## config.mk

```make
export PLATFORM = sky130hd
export DESIGN_NAME = pipe_ctrl
export DESIGN_NICKNAME = d
export VERILOG_FILES = /design/src/rtl/pipe_ctrl_pkg.sv /design/src/rtl/pipe_ctrl_md_occ_cnt.sv /design/src/rtl/pipe_ctrl.sv
export SDC_FILE = /design/constraint.sdc
export NUM_CORES = 1
export LEC_CHECK = 0
export CORE_MARGIN = 2
export CORE_UTILIZATION = 35
export CTS_BUF_LIST = sky130_fd_sc_hd__clkbuf_8 sky130_fd_sc_hd__clkbuf_16
export DETAILED_ROUTE_END_ITERATION = 12
export MAX_ROUTING_LAYER = met4
export PLACE_DENSITY_LB_ADDON = 0.12
export SYNTH_ARGS = -nofsm -noshare
export SYNTH_HDL_FRONTEND = slang
export SYNTH_HIERARCHICAL = 1
export SYNTH_SLANG_ARGS = --single-unit
```

## constraint.sdc

```tcl
create_clock -name clk -period 5.5 [get_ports clk]
set_clock_uncertainty 0.2 [all_clocks]
set_input_delay 1.1 -clock clk [delete_from_list [all_inputs] [get_ports clk]]
set_output_delay 1.1 -clock clk [all_outputs]
set_load 0.05 [all_outputs]
```

## src/rtl/pipe_ctrl_pkg.sv

```systemverilog
// Shared definitions for the pipeline stall/flush controller: the FSM state
// encodings and the default multiply/divide occupancies used by the MD datapath.
package pipe_ctrl_pkg;

    typedef enum logic {
        ST_RUN = 1'b0,
        ST_MD  = 1'b1
    } md_state_e;

    localparam int unsigned MUL_CYCLES_DEF = 32'd2;
    localparam int unsigned DIV_CYCLES_DEF = 32'd33;

endpackage

```

## src/rtl/pipe_ctrl_md_occ_cnt.sv

```systemverilog
// md_occ_cnt: EX occupancy counter for mult/div.
// Supports clear, load, decrement and hold, and outputs a zero flag.
module md_occ_cnt #(
    parameter int CNT_W = 6
) (
    input  logic             clk,
    input  logic             rst_n,
    input  logic             i_clr,
    input  logic             i_load,
    input  logic [CNT_W-1:0] i_load_val,
    input  logic             i_dec,
    output logic             o_zero
);

    logic [CNT_W-1:0] r_cnt;

    // Occupancy count: clear dominates load, load dominates decrement
    always_ff @(posedge clk or negedge rst_n) begin
        if (!rst_n) begin
            r_cnt <= '0;
        end else if (i_clr) begin
            r_cnt <= '0;
        end else if (i_load) begin
            r_cnt <= i_load_val;
        end else if (i_dec) begin
            r_cnt <= r_cnt - {{(CNT_W-1){1'b0}}, 1'b1};
        end else begin
            r_cnt <= r_cnt;
        end
    end

    assign o_zero = (r_cnt == '0);

endmodule

```

## src/rtl/pipe_ctrl.sv

```systemverilog
// pipe_ctrl: per-stage stall/bubble generator for the five-stage pipeline.
// Optional macro PIPE_CTRL_PERF_EN adds the perf_lu/perf_md/perf_bus cycle counters.
module pipe_ctrl
    import pipe_ctrl_pkg::*;
#(
    parameter int MUL_CYCLES = MUL_CYCLES_DEF,
    parameter int DIV_CYCLES = DIV_CYCLES_DEF,
    parameter int CNT_W      = 6
) (
    input  logic        clk,
    input  logic        resetn,
    input  logic        id_rs_ren,
    input  logic        id_rt_ren,
    input  logic [4:0]  id_rs,
    input  logic [4:0]  id_rt,
    input  logic        ex_load,
    input  logic        ex_regwen,
    input  logic [4:0]  ex_wreg,
    input  logic        ex_mult,
    input  logic        ex_div,
    input  logic        ibus_stall,
    input  logic        dbus_stall,
    input  logic        exc_flush,
    output logic        stall_if,
    output logic        stall_id,
    output logic        stall_ex,
    output logic        stall_mem,
    output logic        refresh_id,
    output logic        refresh_ex,
    output logic        refresh_mem,
    output logic        refresh_wb,
    output logic        md_busy,
`ifdef PIPE_CTRL_PERF_EN
    output logic [31:0] perf_lu,
    output logic [31:0] perf_md,
    output logic [31:0] perf_bus,
`endif
    output logic        md_done
);

    // The issue cycle is the first occupancy cycle and the done cycle the last one.
    localparam logic [CNT_W-1:0] MUL_LD = CNT_W'(MUL_CYCLES - 2);
    localparam logic [CNT_W-1:0] DIV_LD = CNT_W'(DIV_CYCLES - 2);

    md_state_e        r_state;
    md_state_e        w_nxt_state;
    logic             w_cnt_zero;
    logic             w_cnt_load;
    logic             w_cnt_dec;
    logic [CNT_W-1:0] w_ld_val;
    logic             w_issue;
    logic             w_load_use;
    logic             w_rs_hit;
    logic             w_rt_hit;

    assign w_rs_hit   = id_rs_ren & (id_rs == ex_wreg);
    assign w_rt_hit   = id_rt_ren & (id_rt == ex_wreg);
    assign w_load_use = ex_load & ex_regwen & (ex_wreg != 5'd0) & (w_rs_hit | w_rt_hit);
    assign w_issue    = (r_state == ST_RUN) & (ex_mult | ex_div);
    assign w_ld_val   = ex_div ? DIV_LD : MUL_LD;
    assign md_busy    = (r_state == ST_MD);

    // Priority resolution of the single winning action into stall/bubble pattern
    always_comb begin
        stall_if    = 1'b0;
        stall_id    = 1'b0;
        stall_ex    = 1'b0;
        stall_mem   = 1'b0;
        refresh_id  = 1'b0;
        refresh_ex  = 1'b0;
        refresh_mem = 1'b0;
        refresh_wb  = 1'b0;
        md_done     = 1'b0;
        w_cnt_load  = 1'b0;
        w_cnt_dec   = 1'b0;
        w_nxt_state = r_state;
        if (exc_flush) begin
            refresh_id  = 1'b1;
            refresh_ex  = 1'b1;
            refresh_mem = 1'b1;
            w_nxt_state = ST_RUN;
        end else if (dbus_stall) begin
            stall_if   = 1'b1;
            stall_id   = 1'b1;
            stall_ex   = 1'b1;
            stall_mem  = 1'b1;
            refresh_wb = 1'b1;
        end else if (r_state == ST_MD) begin
            if (w_cnt_zero) begin
                md_done     = 1'b1;
                w_nxt_state = ST_RUN;
            end else begin
                stall_if    = 1'b1;
                stall_id    = 1'b1;
                stall_ex    = 1'b1;
                refresh_mem = 1'b1;
                w_cnt_dec   = 1'b1;
            end
        end else if (w_issue) begin
            stall_if    = 1'b1;
            stall_id    = 1'b1;
            stall_ex    = 1'b1;
            refresh_mem = 1'b1;
            w_cnt_load  = 1'b1;
            w_nxt_state = ST_MD;
        end else if (w_load_use) begin
            stall_if   = 1'b1;
            stall_id   = 1'b1;
            refresh_ex = 1'b1;
        end else if (ibus_stall) begin
            stall_if   = 1'b1;
            refresh_id = 1'b1;
        end else begin
            w_nxt_state = r_state;
        end
    end

    // FSM state register
    always_ff @(posedge clk or negedge resetn) begin
        if (!resetn) begin
            r_state <= ST_RUN;
        end else begin
            r_state <= w_nxt_state;
        end
    end

    md_occ_cnt #(
        .CNT_W (CNT_W)
    ) u_md_occ_cnt (
        .clk        (clk),
        .rst_n      (resetn),
        .i_clr      (exc_flush),
        .i_load     (w_cnt_load),
        .i_load_val (w_ld_val),
        .i_dec      (w_cnt_dec),
        .o_zero     (w_cnt_zero)
    );

`ifdef PIPE_CTRL_PERF_EN
    logic w_win_lu;
    logic w_win_md;
    logic w_win_bus;

    assign w_win_md  = ~exc_flush & ~dbus_stall & ((r_state == ST_MD) | w_issue);
    assign w_win_lu  = ~exc_flush & ~dbus_stall & (r_state == ST_RUN) & ~w_issue & w_load_use;
    assign w_win_bus = ~exc_flush & (dbus_stall |
                       ((r_state == ST_RUN) & ~w_issue & ~w_load_use & ibus_stall));

    // Wrapping counters of winning-action cycles
    always_ff @(posedge clk or negedge resetn) begin
        if (!resetn) begin
            perf_lu  <= 32'd0;
            perf_md  <= 32'd0;
            perf_bus <= 32'd0;
        end else begin
            perf_lu  <= perf_lu  + {31'd0, w_win_lu};
            perf_md  <= perf_md  + {31'd0, w_win_md};
            perf_bus <= perf_bus + {31'd0, w_win_bus};
        end
    end
`endif

endmodule
```

[Word level (Yosys, flattened, before mapping)]
Cells that the tools add are included.
Word-level totals
  flip-flop bits (word level): 7
  output and inout port bits: 10
  logic and storage cells: 63
  input bits: 26
Operators by class
  mux-type cells: 45
  eq/ne operators: 3
  bitwise logic cells: 9
  reduce and logical (&&, ||, !) cells: 3
  add/subtract/negate cells: 1
Operators by type and width (number)
  1-bit 2-to-1 mux: 41
  6-bit 2-to-1 mux: 3
  5-bit == test: 2
  1-bit bitwise AND: 6
  6-bit zero test: 1
  6-bit by 1-bit subtractor with 6-bit output, second input constant: 1
  5-bit 2-to-1 mux: 1
  5-bit nonzero test: 1
  3-bit nonzero test: 1
  2-bit by 1-bit != test with 1-bit output, second input constant: 1
  1-bit OR: 2
  1-bit NOT: 1

[Logic depth before layout (Yosys ltp)]
Gate-level depths: netlist of the first run.
  depth after elaboration: 9
  mapped depth: 8

[Hierarchy]
Netlist of the first run, hierarchy kept.
By module, submodules not included
  md_occ_cnt: area each 409.1 µm², seq. area each 150.1 µm², times used 1, cells each 42
  pipe_ctrl: area each 297.8 µm², seq. area each 25.0 µm², times used 1, cells each 42

[Least setup slack after synthesis of the first run]
No wires, ideal clock.
  path type: input to output
  from: input port dbus_stall
  to: output port stall_id
  path buffers: 1
  stages on the path: 4
  arrival: 3.068 ns
  path slack: 1.132 ns
  required time: 4.200 ns
  path through: clkbuf_1 -> nor2b_1 -> nor2_1 -> a21oi_1
On the way
  cells in the longest elaborated chain, start to end: 2
Ends and longest elaborated chain
  start, declared: line pipe_ctrl.sv:22  | input logic dbus_stall,
  1-bit 2-to-1 mux: line pipe_ctrl.sv:82  | end else if (dbus_stall) begin
  1-bit 2-to-1 mux: line pipe_ctrl.sv:77  | if (exc_flush) begin
  end, declared: line pipe_ctrl.sv:25  | output logic stall_id,
Every way passes these cells.

[Worst setup path after layout of the first run]
  from: input port ex_wreg[0]
  to: output port refresh_id
On the way
  cells in the longest elaborated chain, start to end: 9
  elaborated cells on any way between the ends: 13
Ends and longest elaborated chain
  start, declared: line pipe_ctrl.sv:18  | input logic [4:0] ex_wreg,
  5-bit == test (on tied branches): line pipe_ctrl.sv:56, pipe_ctrl.sv:57
  1-bit bitwise AND (on tied branches): line pipe_ctrl.sv:56, pipe_ctrl.sv:57
  1-bit OR: line pipe_ctrl.sv:58  | assign w_load_use = ex_load & ex_regwen & (ex_wreg != 5'd0) & (w_rs_hit | w_rt_hit);
  1-bit bitwise AND (*): line pipe_ctrl.sv:58
  1-bit 2-to-1 mux (*): line pipe_ctrl.sv:106  | end else if (w_load_use) begin
  1-bit 2-to-1 mux (*): line pipe_ctrl.sv:99  | end else if (w_issue) begin
  1-bit 2-to-1 mux (*): line pipe_ctrl.sv:88  | end else if (r_state == ST_MD) begin
  1-bit 2-to-1 mux (*): line pipe_ctrl.sv:82
  1-bit 2-to-1 mux (*): line pipe_ctrl.sv:77
  end, declared: line pipe_ctrl.sv:28  | output logic refresh_id,
Mark *: on every way between the ends. The rest lies on a longest branch, timed or not.

==> results of run 1 <==
[power groups by stage]
stage | Combinational (mW) | Clock [mW] | Sequential, mW
after global placement | 0.0897 | 0 | 0.0613
after detailed placement | 0.0900 | 0 | 0.0613
after CTS | 0.0905 | 0.0737 | 0.0607
final | 0.0897 | 0.0715 | 0.0607
after floorplan | 0.0506 | 0 | 0.0628
after global routing | 0.0977 | 0.0756 | 0.0616
[synthesized netlist by cell type (all sizes together), types with 2 or more instances]
cell    count
nand2       6
nor3        3
nand4       2
nor4b       2
o21a        2
a21oi       5
inv         5
xor2        4
dfrtp       7
nor2b       4
buf         3
nor2        9
ha          2
o21bai      3
xnor2      10
[path summary, 6_finish.rpt]
kind | startpoint | endpoint | slack [ns] | cells after the start
max in group asynchronous | resetn | u_md_occ_cnt/r_cnt[0] | 3.92 | 1
max | ex_wreg[0] | refresh_id | 0.86 | 5
min in group asynchronous | resetn | u_md_occ_cnt/r_cnt[4] | 0.94 | 1
max reg2reg | u_md_occ_cnt/r_cnt[0] | u_md_occ_cnt/r_cnt[3] | 2.68 | 7
min reg2reg | md_busy | md_busy | 0.43 | 2
min | md_busy | md_busy | 0.43 | 2
[cell type report]
| class | count | area, um2 | area share |
|---|---|---|---|
| inverter | 5 | 18.8 | 0.0168 |
| multi-input combinational | 68 | 489 | 0.437 |
| clock buffer | 3 | 41.3 | 0.0369 |
| sequential | 7 | 175 | 0.156 |
| timing repair buffer | 36 | 358 | 0.320 |
| tap | 27 | 33.8 | 0.0302 |
| clock inverter | 1 | 3.75 | 0.00335 |
[flip-flops by register name, summed over array words and instances (netlist names)]
| name | count |
|---|---|
| md_busy | 1 |
| u_md_occ_cnt/r_cnt | 6 |
[routing by layer]
layer  track usage  part of all wire  up-vias
met3        0.0460             0.055        5
met5             -                 0        -
met1         0.222              0.51      306
met2         0.249              0.42       23
met4        0.0571             0.015        0
li1              -                 -      368
[cell families after synthesis]
group / count (synthesis) / synth area share
AOI/OAI and AO/OA: 17 / 0.188
xor gates and xnor gates: 14 / 0.173
adders and majority gates: 2 / 0.0354
buffers and inverters: 9 / 0.0602
DFF: 7 / 0.248
muxes: 1 / 0.0142
other: 1 / 0.00530
and+or+nand+nor: 33 / 0.276
[worst max-delay path, cell delays in order]
cell	delay (ns)
clkdlybuf4s50_1	0.47
or4_4	0.56
o2111ai_2	0.24
a31o_1	0.18
clkdlybuf4s50_1	0.79
[metrics by stage]
| step | instance area, um2 | util | hold slack [ns] | power [mW] | setup slack, ns |
|---|---|---|---|---|---|
| finish | 1120 | 0.577 | 0.431 | 0.222 | 0.857 |
| detailed placement | 1070 | 0.553 | 0.433 | 0.151 | 0.856 |
| global placement | 1070 | 0.553 | 0.424 | 0.151 | 0.875 |
| floorplan | 707 | - | 0.390 | 0.113 | 1.13 |
| global route | 1120 | 0.577 | 0.480 | 0.235 | 0.745 |
| CTS | 1120 | 0.577 | 0.437 | 0.225 | 0.848 |
==> key figures, run 1 <==
Critical path
  • Data arrival time of the worst path: 3.34 ns
  • Setup crit end kind: primary output
  • Startpoint Class: primary input
  • CP max FO: 4
  • Crit Path Class: primary input to primary output
  • Worst path required time: 4.20 ns

Power
  • Static Leak: 0.447 nW
  • Psw: 0.0742 mW
  • Sw frac: 0.334
  • Power share of the clock group: 0.322
  • Peak VDD IR: 0.167 mV
  • Sequential share of power: 0.274
  • Cell-internal power: 0.148 mW
  • P per Cell Area: 198 mW/mm2
  • Comb pwr share: 0.404

Timing
  • Crit share post-route: 0.844
  • Slew Viols, Final: 0
  • Minimum clock period after layout: 4.64 ns
  • Max_slew headroom: 0.175
  • Max Freq: 215 MHz
  • RSZ-0062 raised after global routing: no
  • Final hold violation count: 0
  • Setup_tns: 0 ns
  • Count of final setup violators: 0
  • Worst Max-Slew Pin Slew: 1.22 ns

Synthesis
  • Yosys top cell by area: dfrtp_1
  • Synth Area per Inst: 8.42 um2
  • Synth Flop Type: dfrtp_1
  • Post-Syn Area: 707 um2
  • Synthesized instance count: 84
  • Synth Register Bits: 7
  • Post-Syn Nets: 112
  • Synth async-reset ratio: 1.00
  • Main area contributors after synthesis: dfrtp_1 (25%), xnor2_1 (12%), xor2_1 (5.0%)
  • Yosys cell types: 35
  • Sequential area share after synthesis: 0.248
  • Post-synth EDFFs: 0
  • YS warnings: 6
  • Post-synth top area share: 0.248

Route
  • Via count: 702
  • Post-DRT Antenna Nets: 0
  • Initial DRT Pass Iterations: 3
  • DRC viols: 0
  • Vias per cell: 4.78
  • Total wire length: 1.73 mm
  • Drt wl/cell: 11.8 um
  • Starting DRT DRC Count: 12

CTS
  • Hold Buf Count CTS: 0
  • Cts bufs inserted: 3
  • CTS tree: built
  • Clk sinks: 7
  • Clock Pin Slew Worst Setup and Hold Paths: 0.04 ns
  • Post-cts repair resize count: 0
  • Post-CTS setup buffers: 0
  • Htree depth: 1
  • CTS Root Cell: clkbuf_8
  • CTS max path bufs: 2
  • Clk Latency, worst-skew pair: 0.23 ns

Floorplan
  • I/O Pins: 36
  • Die W: 48.9 um
  • Initial Util: 0.364
  • # rows: 16
  • Die ar.: 0.00240 mm2
  • Core box area: 0.00194 mm2
  • Die height: 48.9 um

Global routing
  • Gr usage total: 0.169
  • Vias in the first global route: 714
  • First-pass GRT wire length: 3.12 mm
  • Overflow after GRT: 0
  • Largest net degree at the start of global routing: 15
  • Initial antenna violation count: 0

Final layout
  • Layout fillers: 189
  • Layout cells sized above 1: 0.0833
  • Layout Nets: 149
  • Most common cell after layout, fill and taps aside: clkdlybuf4s50_1
  • Finished Layout Cells: 147
  • Synth-to-Final Area Change: 58.4%
  • Inserted Diodes: 0
  • Most frequent cells in the layout: clkdlybuf4s50_1 (35), xnor2_1 (10), nor2_1 (9)

Placed design
  • # placed instances: 143
  • Placer Congestion: 0.815
  • Port Buffers: 35
  • DP HPWL: 1.38 mm

Flow run
  • MaxCap Viol Count: 0

Run status
  • Status: completed

Hold path
  • Min-Delay Path Class: flop to flop
Power figures use the tool's default switching activity.
==> run 2: changes to the inputs <==
- clock period: 5.5 -> 4.7 ns (I/O delays scaled with it)
==> key figures, run 2 (synthesis gave the netlist of run 1 again) <==
Route
  • DRC viols: 0 (unchanged)
  • Vias per cell: 4.75 (was 4.78)
  • Post-DRT Antenna Nets: 0 (unchanged)
  • Initial DRT Pass Iterations: 2 (was 3)
  • Total wire length: 1.81 mm (was 1.73 mm)
  • Via count: 708 (was 702)
  • Starting DRT DRC Count: 1 (was 12)
  • Drt wl/cell: 12.2 um (was 11.8 um)

CTS
  • Post-CTS setup buffers: 0 (unchanged)
  • Clk Latency, worst-skew pair: 0.23 ns (about the same)
  • Post-cts repair resize count: 0 (unchanged)
  • CTS max path bufs: 2 (unchanged)
  • CTS tree: built (unchanged)
  • CTS Root Cell: clkbuf_8 (unchanged)
  • Htree depth: 1 (unchanged)
  • Clk sinks: 7 (unchanged)
  • Clock Pin Slew Worst Setup and Hold Paths: 0.04 ns (about the same)
  • Cts bufs inserted: 3 (unchanged)
  • Hold Buf Count CTS: 0 (unchanged)

Critical path
  • Worst path depth: 5 (unchanged)
  • Worst path required time: 3.56 ns (was 4.20 ns)
  • Reg2reg end: u_md_occ_cnt/r_cnt[3] (unchanged)
  • Setup crit end kind: primary output (unchanged)
  • Family with the most delay on the worst path: buffers and inverters (unchanged)
  • Slowest-stage cell, CP: clkdlybuf4s50_1 (unchanged)
  • Startpoint Class: primary input (unchanged)
  • Worst R2R Path Depth: 8 (was 7)
  • Crit path buf inv count: 2 (unchanged)
  • Worst path max stage delay: 0.79 ns (about the same)
  • Crit-path cells: clkdlybuf4s50_1 -> or4_4 -> o2111ai_2 -> a31o_1 -> clkdlybuf4s50_1 (unchanged)
  • Crit Path Class: primary input to primary output (unchanged)
  • Reg-to-reg slack, setup: 2.55 ns (was 2.68 ns)
  • Reg2reg start: u_md_occ_cnt/r_cnt[0] (unchanged)
  • Cell repeated most along the worst path: clkdlybuf4s50_1 (unchanged)
  • Data arrival time of the worst path: 3.19 ns (was 3.34 ns)
  • CP max FO: 4 (unchanged)

Floorplan
  • Core box area: 0.00194 mm2 (unchanged)
  • Die height: 48.9 um (unchanged)
  • Die ar.: 0.00240 mm2 (unchanged)
  • # rows: 16 (unchanged)
  • Initial Util: 0.364 (unchanged)
  • Die W: 48.9 um (unchanged)
  • I/O Pins: 36 (unchanged)

Timing
  • Max Freq: 231 MHz
  • Crit share post-route: 0.921
  • Minimum clock period after layout: 4.33 ns
  • Fin Hold WS: 0.422 ns (was 0.431 ns)
  • RSZ-0062 raised after global routing: no (unchanged)
  • Setup_tns: 0 ns (unchanged)
  • Final hold violation count: 0 (unchanged)
  • Slew Viols, Final: 0 (unchanged)
  • Worst Max-Slew Pin Slew: 0.498 ns (was 1.22 ns)
  • Count of final setup violators: 0 (unchanged)
  • Max_slew headroom: 0.667 (was 0.175)

Global routing
  • Largest net degree at the start of global routing: 12 (was 15)
  • Met1 Use GR: 0.218 (was 0.222)
  • Gr usage total: 0.177 (was 0.169)
  • Vias in the first global route: 730 (was 714)
  • First-pass GRT wire length: 3.23 mm (was 3.12 mm)
  • M3 GR Usage: 0.0460 (unchanged)
  • Global routing's busiest layer: met2 (unchanged)
  • GR Util met2: 0.283 (was 0.249)
  • Overflow after GRT: 0 (unchanged)
  • Initial antenna violation count: 0 (unchanged)

Run status
  • Status: completed (unchanged)

Final layout
  • Inserted Diodes: 0 (unchanged)
  • Most common cell after layout, fill and taps aside: clkdlybuf4s50_1 (unchanged)
  • Synth-to-Final Area Change: 60.5% (was 58.4%)
  • Layout cells sized above 1: 0.0984 (was 0.0833)
  • Layout Nets: 151 (was 149)
  • Finished Layout Cells: 149 (was 147)
  • Most frequent cells in the layout: clkdlybuf4s50_1 (35), xnor2_1 (10), nor2_1 (9) (unchanged)
  • Layout fillers: 173 (was 189)
  • Largest register FFs: 6 (unchanged)
  • Largest Register: u_md_occ_cnt/r_cnt (unchanged)

Flow run
  • MaxCap Viol Count: 0 (unchanged)

Placed design
  • DP HPWL: 1.50 mm (was 1.38 mm)
  • Port Buffers: 35 (unchanged)
  • # placed instances: 145 (was 143)
  • Placer Congestion: 0.811 (was 0.815)

Power
  • Design Power: 0.261 mW (was 0.222 mW)
  • P per Cell Area: 230 mW/mm2 (was 198 mW/mm2)
  • Peak VDD IR: 0.187 mV (was 0.167 mV)
  • Static Leak: 0.457 nW (was 0.447 nW)

Hold path
  • Hold Startpoint: u_md_occ_cnt/r_cnt[5] (was md_busy)
  • Hold EP: u_md_occ_cnt/r_cnt[5] (was md_busy)
  • Min-Delay Path Class: flop to flop (unchanged)
  • Worst Hold Path Cells: 2 (unchanged)
-- run 2: changes by cell type in the layout (fill, tap and decap cells not counted), sizes merged --
cell	previous run	this run
buf	1	3
-- run 2: worst max-delay path by stage --
stage / start / endpoint / slack, ns
after floorplan: dbus_stall / stall_id / 0.65
after global placement: ex_div / refresh_ex / 0.39
after detailed placement: ex_wreg[0] / refresh_id / 0.36
after CTS: ex_wreg[0] / refresh_id / 0.36
after global routing: ex_wreg[1] / stall_id / 0.24
final: ex_wreg[0] / refresh_id / 0.37
-- run 2: area by class of cell --
class / instances / area [um2] / share of cell area
tap: 27 / 33.8 / 0.0298
sequential: 7 / 175 / 0.154
multi-input combinational: 68 / 489 / 0.431
clock buffer: 3 / 41.3 / 0.0364
timing repair buffer: 38 / 373 / 0.329
inverter: 5 / 18.8 / 0.0165
clock inverter: 1 / 3.75 / 0.00331
-- run 2: worst reg2reg max path: cells and delay by family (launching register included) --
family / cells / cell delay (ns)
AOI/OAI and AO/OA: 1 / 0.17
xor gates and xnor gates: 1 / 0.10
adders and majority gates: 1 / 0.21
buffers and inverters: 2 / 0.29
DFF: 1 / 0.42
and+or+nand+nor: 3 / 0.65
-- run 2: metrics by stage --
step | util | setup slack (ns) | cell area, um2
finish | 0.584 | 0.373 | 1130
global route | 0.584 | 0.241 | 1130
CTS | 0.584 | 0.363 | 1130
detailed placement | 0.561 | 0.362 | 1090
global placement | 0.561 | 0.392 | 1090
floorplan | - | 0.652 | 707
-- run 2: power breakdown --
group	switching, mW	internal [mW]	total [mW]
Sequential	0.00557	0.0654	0.0710
Clock	0.0266	0.0565	0.0831
Combinational	0.0549	0.0520	0.107
-- run 2: per-layer routing --
metal,vias to the layer above,wire length (um),part of all wire
li1,369,-,-
met1,315,880,0.49
met2,22,826,0.46
met3,2,100,0.055
met4,0,5,0.0028
met5,-,0,0
